File: src/rtl/mc_control_fsm.sv
// Multicycle MIPS control FSM with memory-wait timeout supervision.
// Optional ADDI support (AEX/AWB states) is enabled by defining MC_CONTROL_ADDI_EN.
module mc_control_fsm #(
    parameter int unsigned MAX_WAIT = 15
) (
    input  logic       clk,
    input  logic       rst_n,
    input  logic [5:0] opcode,
    input  logic       mem_ready,
    input  logic       zero,
    output logic       PCWrite,
    output logic       PCWriteCond,
    output logic       IorD,
    output logic       MemRead,
    output logic       MemWrite,
    output logic       IRWrite,
    output logic       MemtoReg,
    output logic       RegDst,
    output logic       RegWrite,
    output logic       ALUSrcA,
    output logic [1:0] ALUSrcB,
    output logic [1:0] ALUOp,
    output logic [1:0] PCSource,
    output logic       mem_timeout,
    output logic [3:0] state
);

    typedef enum logic [3:0] {
        FETCH  = 4'd0,
        DECODE = 4'd1,
        MEMADR = 4'd2,
        MEMRD  = 4'd3,
        MEMWB  = 4'd4,
        MEMWR  = 4'd5,
        REX    = 4'd6,
        RWB    = 4'd7,
        BEQ    = 4'd8,
        JMP    = 4'd9,
        AEX    = 4'd10,
        AWB    = 4'd11
    } state_t;

    localparam logic [5:0] OP_LW   = 6'b100011;
    localparam logic [5:0] OP_SW   = 6'b101011;
    localparam logic [5:0] OP_RTYP = 6'b000000;
    localparam logic [5:0] OP_BEQ  = 6'b000100;
    localparam logic [5:0] OP_J    = 6'b000010;
    localparam logic [5:0] OP_ADDI = 6'b001000;
    localparam logic [7:0] MAX_WAIT_C = 8'(MAX_WAIT);

    state_t      state_r;
    state_t      state_next_s;
    logic [7:0]  wait_cnt_r;
    logic [7:0]  wait_cnt_next_s;
    logic        waiting_s;
    logic        timeout_s;
    logic [15:0] ctl_s;

    // State and wait-counter registers; reset forces FETCH without a clock.
    always_ff @(posedge clk or negedge rst_n) begin
        if (!rst_n) begin
            state_r    <= FETCH;
            wait_cnt_r <= 8'd0;
        end else begin
            state_r    <= state_next_s;
            wait_cnt_r <= wait_cnt_next_s;
        end
    end

    // Next-state logic, timeout detection and wait-counter update.
    always_comb begin
        waiting_s    = (state_r == FETCH) || (state_r == MEMRD) || (state_r == MEMWR);
        timeout_s    = waiting_s && !mem_ready && (wait_cnt_r == MAX_WAIT_C);
        state_next_s = FETCH;
        case (state_r)
            FETCH: begin
                if (mem_ready) state_next_s = DECODE;
                else           state_next_s = FETCH;
            end
            DECODE: begin
                case (opcode)
                    OP_LW:   state_next_s = MEMADR;
                    OP_SW:   state_next_s = MEMADR;
                    OP_RTYP: state_next_s = REX;
                    OP_BEQ:  state_next_s = BEQ;
                    OP_J:    state_next_s = JMP;
`ifdef MC_CONTROL_ADDI_EN
                    OP_ADDI: state_next_s = AEX;
`endif
                    default: state_next_s = FETCH;
                endcase
            end
            MEMADR: begin
                if (opcode == OP_LW)      state_next_s = MEMRD;
                else if (opcode == OP_SW) state_next_s = MEMWR;
                else                      state_next_s = FETCH;
            end
            MEMRD: begin
                if (mem_ready)      state_next_s = MEMWB;
                else if (timeout_s) state_next_s = FETCH;
                else                state_next_s = MEMRD;
            end
            MEMWB: state_next_s = FETCH;
            MEMWR: begin
                if (mem_ready || timeout_s) state_next_s = FETCH;
                else                        state_next_s = MEMWR;
            end
            REX:   state_next_s = RWB;
            RWB:   state_next_s = FETCH;
            BEQ:   state_next_s = FETCH;
            JMP:   state_next_s = FETCH;
`ifdef MC_CONTROL_ADDI_EN
            AEX:   state_next_s = AWB;
            AWB:   state_next_s = FETCH;
`endif
            default: state_next_s = FETCH;
        endcase

        // A timeout in FETCH re-enters FETCH, so it restarts the count as well.
        if ((state_next_s != state_r) || timeout_s) begin
            wait_cnt_next_s = 8'd0;
        end else if (waiting_s && !mem_ready && (wait_cnt_r != 8'hFF)) begin
            wait_cnt_next_s = wait_cnt_r + 8'd1;
        end else begin
            wait_cnt_next_s = wait_cnt_r;
        end
    end

    // Moore output decode; bus order matches the output assignment below.
    always_comb begin
        ctl_s = 16'd0;
        case (state_r)
            FETCH: begin
                ctl_s[15]   = mem_ready;    // PCWrite
                ctl_s[12]   = 1'b1;         // MemRead
                ctl_s[10]   = mem_ready;    // IRWrite
                ctl_s[5:4]  = 2'b01;
            end
            DECODE: ctl_s[5:4] = 2'b11;
            MEMADR: begin
                ctl_s[6]    = 1'b1;
                ctl_s[5:4]  = 2'b10;
            end
            MEMRD: begin
                ctl_s[13]   = 1'b1;
                ctl_s[12]   = 1'b1;
            end
            MEMWB: begin
                ctl_s[9]    = 1'b1;
                ctl_s[7]    = 1'b1;
            end
            MEMWR: begin
                ctl_s[13]   = 1'b1;
                ctl_s[11]   = 1'b1;
            end
            REX: begin
                ctl_s[6]    = 1'b1;
                ctl_s[3:2]  = 2'b10;
            end
            RWB: begin
                ctl_s[8]    = 1'b1;
                ctl_s[7]    = 1'b1;
            end
            BEQ: begin
                ctl_s[14]   = 1'b1;
                ctl_s[6]    = 1'b1;
                ctl_s[3:2]  = 2'b01;
                ctl_s[1:0]  = 2'b01;
            end
            JMP: begin
                ctl_s[15]   = 1'b1;
                ctl_s[1:0]  = 2'b10;
            end
`ifdef MC_CONTROL_ADDI_EN
            AEX: begin
                ctl_s[6]    = 1'b1;
                ctl_s[5:4]  = 2'b10;
            end
            AWB: ctl_s[7] = 1'b1;
`endif
            default: ctl_s = 16'd0;
        endcase
    end

    // Reset gates every output so nothing is requested while rst_n is low.
    assign {PCWrite, PCWriteCond, IorD, MemRead, MemWrite, IRWrite, MemtoReg,
            RegDst, RegWrite, ALUSrcA, ALUSrcB, ALUOp, PCSource} = rst_n ? ctl_s : 16'd0;
    assign mem_timeout = rst_n & timeout_s;
    assign state       = state_r;

endmodule

File: config.mk
export PLATFORM = sky130hd
export DESIGN_NAME = mc_control_fsm
export DESIGN_NICKNAME = d
export VERILOG_FILES = /design/src/rtl/mc_control_fsm.sv
export SDC_FILE = /design/constraint.sdc
export NUM_CORES = 1
export LEC_CHECK = 0
export CAP_MARGIN = 20
export CELL_PAD_IN_SITES_DETAIL_PLACEMENT = 0
export CELL_PAD_IN_SITES_GLOBAL_PLACEMENT = 1
export CORE_MARGIN = 2
export CORE_UTILIZATION = 31
export DETAILED_ROUTE_END_ITERATION = 10
export HOLD_SLACK_MARGIN = 0.1
export PLACE_DENSITY_LB_ADDON = 0.12
export SYNTH_ARGS = -nofsm -noshare
export SYNTH_HDL_FRONTEND = slang
export SYNTH_SLANG_ARGS = --single-unit
File: constraint.sdc
create_clock -name clk -period 2.2 [get_ports clk]
set_clock_uncertainty 0.15 [all_clocks]
set_input_delay 0.55 -clock clk [delete_from_list [all_inputs] [get_ports clk]]
set_output_delay 0.55 -clock clk [all_outputs]
set_load 0.02 [all_outputs]
Word level (Yosys, flattened, before mapping)
Cells that the tools add are included.
{"block": "word_totals", "rom_bits": 0, "ff_bits": 12, "out_inout_bits": 21, "n_memories": 0, "latchBits": 0, "inputBits": 10, "mem_bits_rw": 0}
{"block": "op_classes", "div_mod_pow": 0, "eq_ne": 16, "mux": 24, "n_addsub": 1, "n_shift": 0, "reduce_logical": 16, "bitwise": 1, "n_mul": 0, "magnitude_cmp": 0}
{"operator": "$pmux 4 s6", "n": 1}
{"operator": "$eq 4x3->1 const B", "n": 4}
{"operator": "$mux 16", "n": 1}
{"operator": "$mux 8", "n": 2}
{"operator": "$pmux 4 s4", "n": 1}
{"operator": "$eq 6x6->1 const B", "n": 2}
{"operator": "$mux 3", "n": 4}
{"operator": "$mux 1", "n": 10}
{"operator": "$add 8x1->8 const B", "n": 1}
{"operator": "$eq 4x2->1 const B", "n": 2}
{"operator": "$eq 4x4->1 const B", "n": 2}
{"operator": "$eq 8x4->1 const B", "n": 1}
{"operator": "$ne 8x8->1 const B", "n": 1}
{"operator": "$pmux 2 s2", "n": 2}
{"operator": "$reduce_or 2->1", "n": 4}
{"operator": "$eq 6x2->1 const B", "n": 1}
{"operator": "$eq 6x3->1 const B", "n": 1}
{"operator": "$logic_not 6->1", "n": 1}
{"operator": "$pmux 2 s3", "n": 1}
{"operator": "$eq 4x1->1 const B", "n": 1}
{"operator": "$logic_not 4->1", "n": 1}
{"operator": "$logic_or 1x1->1", "n": 4}
{"operator": "$ne 4x4->1", "n": 1}
{"operator": "$logic_and 1x1->1", "n": 3}
{"operator": "6 further kinds", "n": 6}

Depth between registers and ports, before layout
Gate-level depths: netlist of the first run.
{"block": "logic_depth", "ltp_word": 11, "mapped_depth": 7}

Least setup slack after synthesis of the first run
OpenSTA, ideal clock, no wires.
{"block": "synth_timing", "path_type": "reg-to-output", "start": "register state_r[2], in the netlist state[2]", "end": "output PCWrite", "required_ns": 1.500, "n_path_buf": 1, "path_slack_ns": -0.425, "t_arrival_ns": 1.925, "path_stages_with_launch": 6, "path_cell_list": "dfrtp_1 -> buf_6 -> nor2_1 -> nand2_1 -> nor4_1 -> or2_2"}
{"block": "synth_via", "elab_chain_cells": 3, "elab_cells_between_ends": 4}
{"element": "start: declaration", "line_no": "51", "text": "state_t state_r;"}
{"element": "start signal: assignment", "line_no": "65", "text": "state_r <= state_next_s;"}
{"element": "$eq 4x4->1 / $logic_not 4->1 (equally long branches)", "line_no": "132", "text": "case (state_r)"}
{"element": "$pmux 1 s2 (*)", "line_no": "132"}
{"element": "$mux 16 (*)", "line_no": "187", "text": "RegDst, RegWrite, ALUSrcA, ALUSrcB, ALUOp, PCSource} = rst_n ? ctl_s : 16'd0;"}
{"element": "end: declaration", "line_no": "11", "text": "output logic PCWrite,"}
Every way passes the cells marked *; elsewhere a longest branch is shown, timed or not.

Final worst setup path of the first run
{"block": "layout_timing", "start": "register state_r[3], in the netlist state[3]", "end": "output mem_timeout"}
{"block": "layout_via", "elab_chain_cells": 6, "elab_cells_between_ends": 8}
{"element": "$eq 4x2->1 / $logic_not 4->1 (equally long branches)", "line_no": "72", "text": "waiting_s = (state_r == FETCH) || (state_r == MEMRD) || (state_r == MEMWR);"}
{"element": "$logic_or 1x1->1", "line_no": "72"}
{"element": "$logic_or 1x1->1 (*)", "line_no": "72"}
{"element": "$logic_and 1x1->1 (*) (2 in a row)", "line_no": "73", "text": "timeout_s = waiting_s && !mem_ready && (wait_cnt_r == MAX_WAIT_C);"}
{"element": "$and 1x1->1 (*)", "line_no": "188", "text": "assign mem_timeout = rst_n & timeout_s;"}
{"element": "end: declaration", "line_no": "24", "text": "output logic mem_timeout,"}
Marks and branches as above.

==> results of run 1 <==
## sequential cells by signal, summed over array words and instances, names as in the netlist
name / cells
state: 4
wait_cnt_r: 8
## cell usage after synthesis, drive strengths merged
| cell type | n | share of area, % |
|---|---|---|
| a2111oi | 1 | 1.4 |
| inv | 2 | 0.69 |
| nor3 | 15 | 6.9 |
| nand4 | 4 | 2.3 |
| or2 | 2 | 1.1 |
| nand3 | 6 | 2.8 |
| nor4 | 4 | 3.7 |
| a31oi | 2 | 1.1 |
| a41o | 1 | 0.92 |
| xor2 | 6 | 4.8 |
| nor2b | 3 | 1.7 |
| and3 | 5 | 3.0 |
| nor3b | 3 | 3.1 |
| a32oi | 2 | 3.3 |
| a41oi | 2 | 1.6 |
| nand2b | 3 | 1.7 |
| nor2 | 14 | 5.3 |
| buf | 5 | 4.5 |
| dfrtp | 12 | 28 |
| or3 | 2 | 1.4 |
| xnor2 | 2 | 3.3 |
| mux2i | 2 | 1.8 |
| nand2 | 10 | 3.4 |
| clkbuf | 2 | 0.69 |
| a21oi | 4 | 1.8 |
| nand3b | 1 | 0.69 |
| o211ai | 4 | 3.7 |
| ha | 1 | 1.1 |
| and2b | 1 | 0.92 |
| and4 | 1 | 0.80 |
| a211oi | 1 | 0.69 |
| o21ai | 4 | 2.2 |
## stage by stage
stage	cell area [µm²]	cells	setup WS, ns	setup TNS, ns	hold slack, ns
floorplan	1114	127	-0.1498	-0.2405	0.1044
global placement	1734	239	-0.7875	-14.28	0.4822
finish	2290	266	-0.2321	-1.397	0.2352
global route	2290	266	-0.2734	-3.272	0.2339
CTS	1969	253	-0.1701	-0.6852	0.1993
detailed placement	1734	239	-0.8186	-14.66	0.4905
## layout make-up
class | count | share of cell area, %
clock buffers | 4 | 1.585
multi-input cells | 106 | 43.33
flip-flops and latches | 12 | 13.28
well taps | 46 | 2.514
inverters | 2 | 0.4372
repair buffers | 96 | 38.85
## logic make-up (layout without fill, tap and decap cells)
logic type / count (synthesis) / in the layout / synth area share (%)
adder cells (fa/ha/maj): 1 / 1 / 1.147
flip-flops: 12 / 12 / 27.52
AO/OA/AOI/OAI: 21 / 21 / 16.74
XOR/XNOR: 8 / 8 / 8.143
multiplexers: 2 / 2 / 1.835
buffers and inverters: 9 / 102 / 5.849
AND/OR/NAND/NOR: 74 / 74 / 38.76
## what timing repair did
item	in CTS	in global routing
cloned	0	2
setup buffers	12	12
pin swaps	16	17
resized for setup	128	58
endpoints found under the setup margin	29	25
## per-layer routing
layer  vias up  routed length [µm]  part of all wire, %
met3        14                 185                  4.6
met2        36                2066                   52
met5         -                   0                    0
li1        656                   -                    -
met4         0                 145                  3.6
met1       651                1587                   40
## where the power goes
part	leakage, nW	switching (mW)	internal [mW]
registers	0.160	0.0100	0.232
clock network	0.0210	0.0754	0.101
logic	0.887	0.159	0.162
total	1.07	0.244	0.495
## critical path, cell delays in order (launching register included)
cell and delay, ns:
dfrtp_2 0.42, buf_6 0.14, nor3b_4 0.29, a32oi_4 0.17, nor2_2 0.13, and3_4 0.20
buf_6 0.11
## worst paths after layout
path,endpoint,slack [ns]
worst min register to register,wait_cnt_r[2],0.48
min in group clk,wait_cnt_r[2],0.48
worst max register to register,wait_cnt_r[6],-0.09
worst min-delay path,wait_cnt_r[4],0.24
worst max-delay path,mem_timeout,-0.23
max in group asynchronous,state[3],1.50
==> results.cfg, run 1 <==
[outcome]
run_status = complete, but fails checks
violations = setup timing

[cts]
clockBufferDepth = 2
clk_latency_ns = 0.27
ctsHoldBuffers = 0
root_buffer = clkbuf_4
clock_sinks = 12
ctsHtreeMaxLevel = 1
cts_tree = built
numCtsBuffers = 3
path_clk_slew_ns = 0.08

[cells_and_area]
most-common-layout-cells = buf_4, buf_6, nor3_2
final_layout_size_suffix_gt1_share_pct = 66.36
final_util_pct = 68.08
multi_input_area_um2 = 992.2
antenna_cells = 0
fin_nets = 232
layout_commonest_cell = buf_4
area_growth_syn_to_layout_pct = 109.9
nFillCells = 271
seqCellArea_um2 = 304.0

[power]
vdd_drop_max_mv = 0.2531
p_leak_nw = 1.068
power.total_mw = 0.7392
power.density_nw_per_um2 = 322.8

[yosys]
avgSynthCellArea_um2 = 8.591
syn-cell-area_um2 = 1091
syn-num-nets = 138
synth_warnings = 0
synthCells = 127
ys_types = 41
ys_ff_latch = 12
seq_area_frac_synth_pct = 27.52

[sta]
period_share_pct = 110.5
final-hold-violation-count = 0
worst_slew_pin_slew_ns = 0.3743
fin_ws_ns = -0.2321
slew-limit-headroom_pct = 74.72
period_needed_ns = 2.432
slew_violations = 0
rsz0062_at_grt = true
setup_viol = 17
max_freq_mhz = 411.2

[job]
maxCapViolations = 0

[placed_design]
place_congestion = 0.8313
dp_hpwl_um = 2463
port_buffers = 29

[grt]
grt_busiest_layer = met2
grt_start_max_net_pins = 23
first_global_vias = 1240
use_met2_pct = 31.97
grt_use_met3_pct = 3.036
antenna_found_initial = 0
track_usage_pct = 17.81
overflow = 0
grt_pass1_wl_um = 5782
grtUsageMet1_pct = 22.09

[drt]
drtIter0Drc = 22
routed-via-count = 1357
ant_nets = 0
dr.pass1.iters = 2
drt-total-wl_um = 3985
vias_per_cell = 5.102
routedWlPerCell_um = 14.98
drcViolationCount = 0

[die]
io_pins = 31
die-area_um2 = 4010
die_h_um = 63.33
rows = 21
core_um2 = 3363
start_util_pct = 32.44
die_w_um = 63.33

[setup_path]
cp.arrival_ns = 1.73
cp.required_ns = 1.50
crit_type = flop to output pin
cp-start-kind = flop
reg2reg_from = state[2]
r2r_cells = 11
startpoint = state[3]
crit_fanout = 3
cp-end-kind = output pin

[worst_hold_path]
min-delay-path-class = input port to async pin
No activity file was read; power rests on OpenSTA's default activity.
==> run 2, diff against run 1 <==
Settings changed: CTS_CLUSTER_SIZE set to 25.
==> results of run 2 <==
No change in the layout: final DEF, timing and power equal those of run 1.
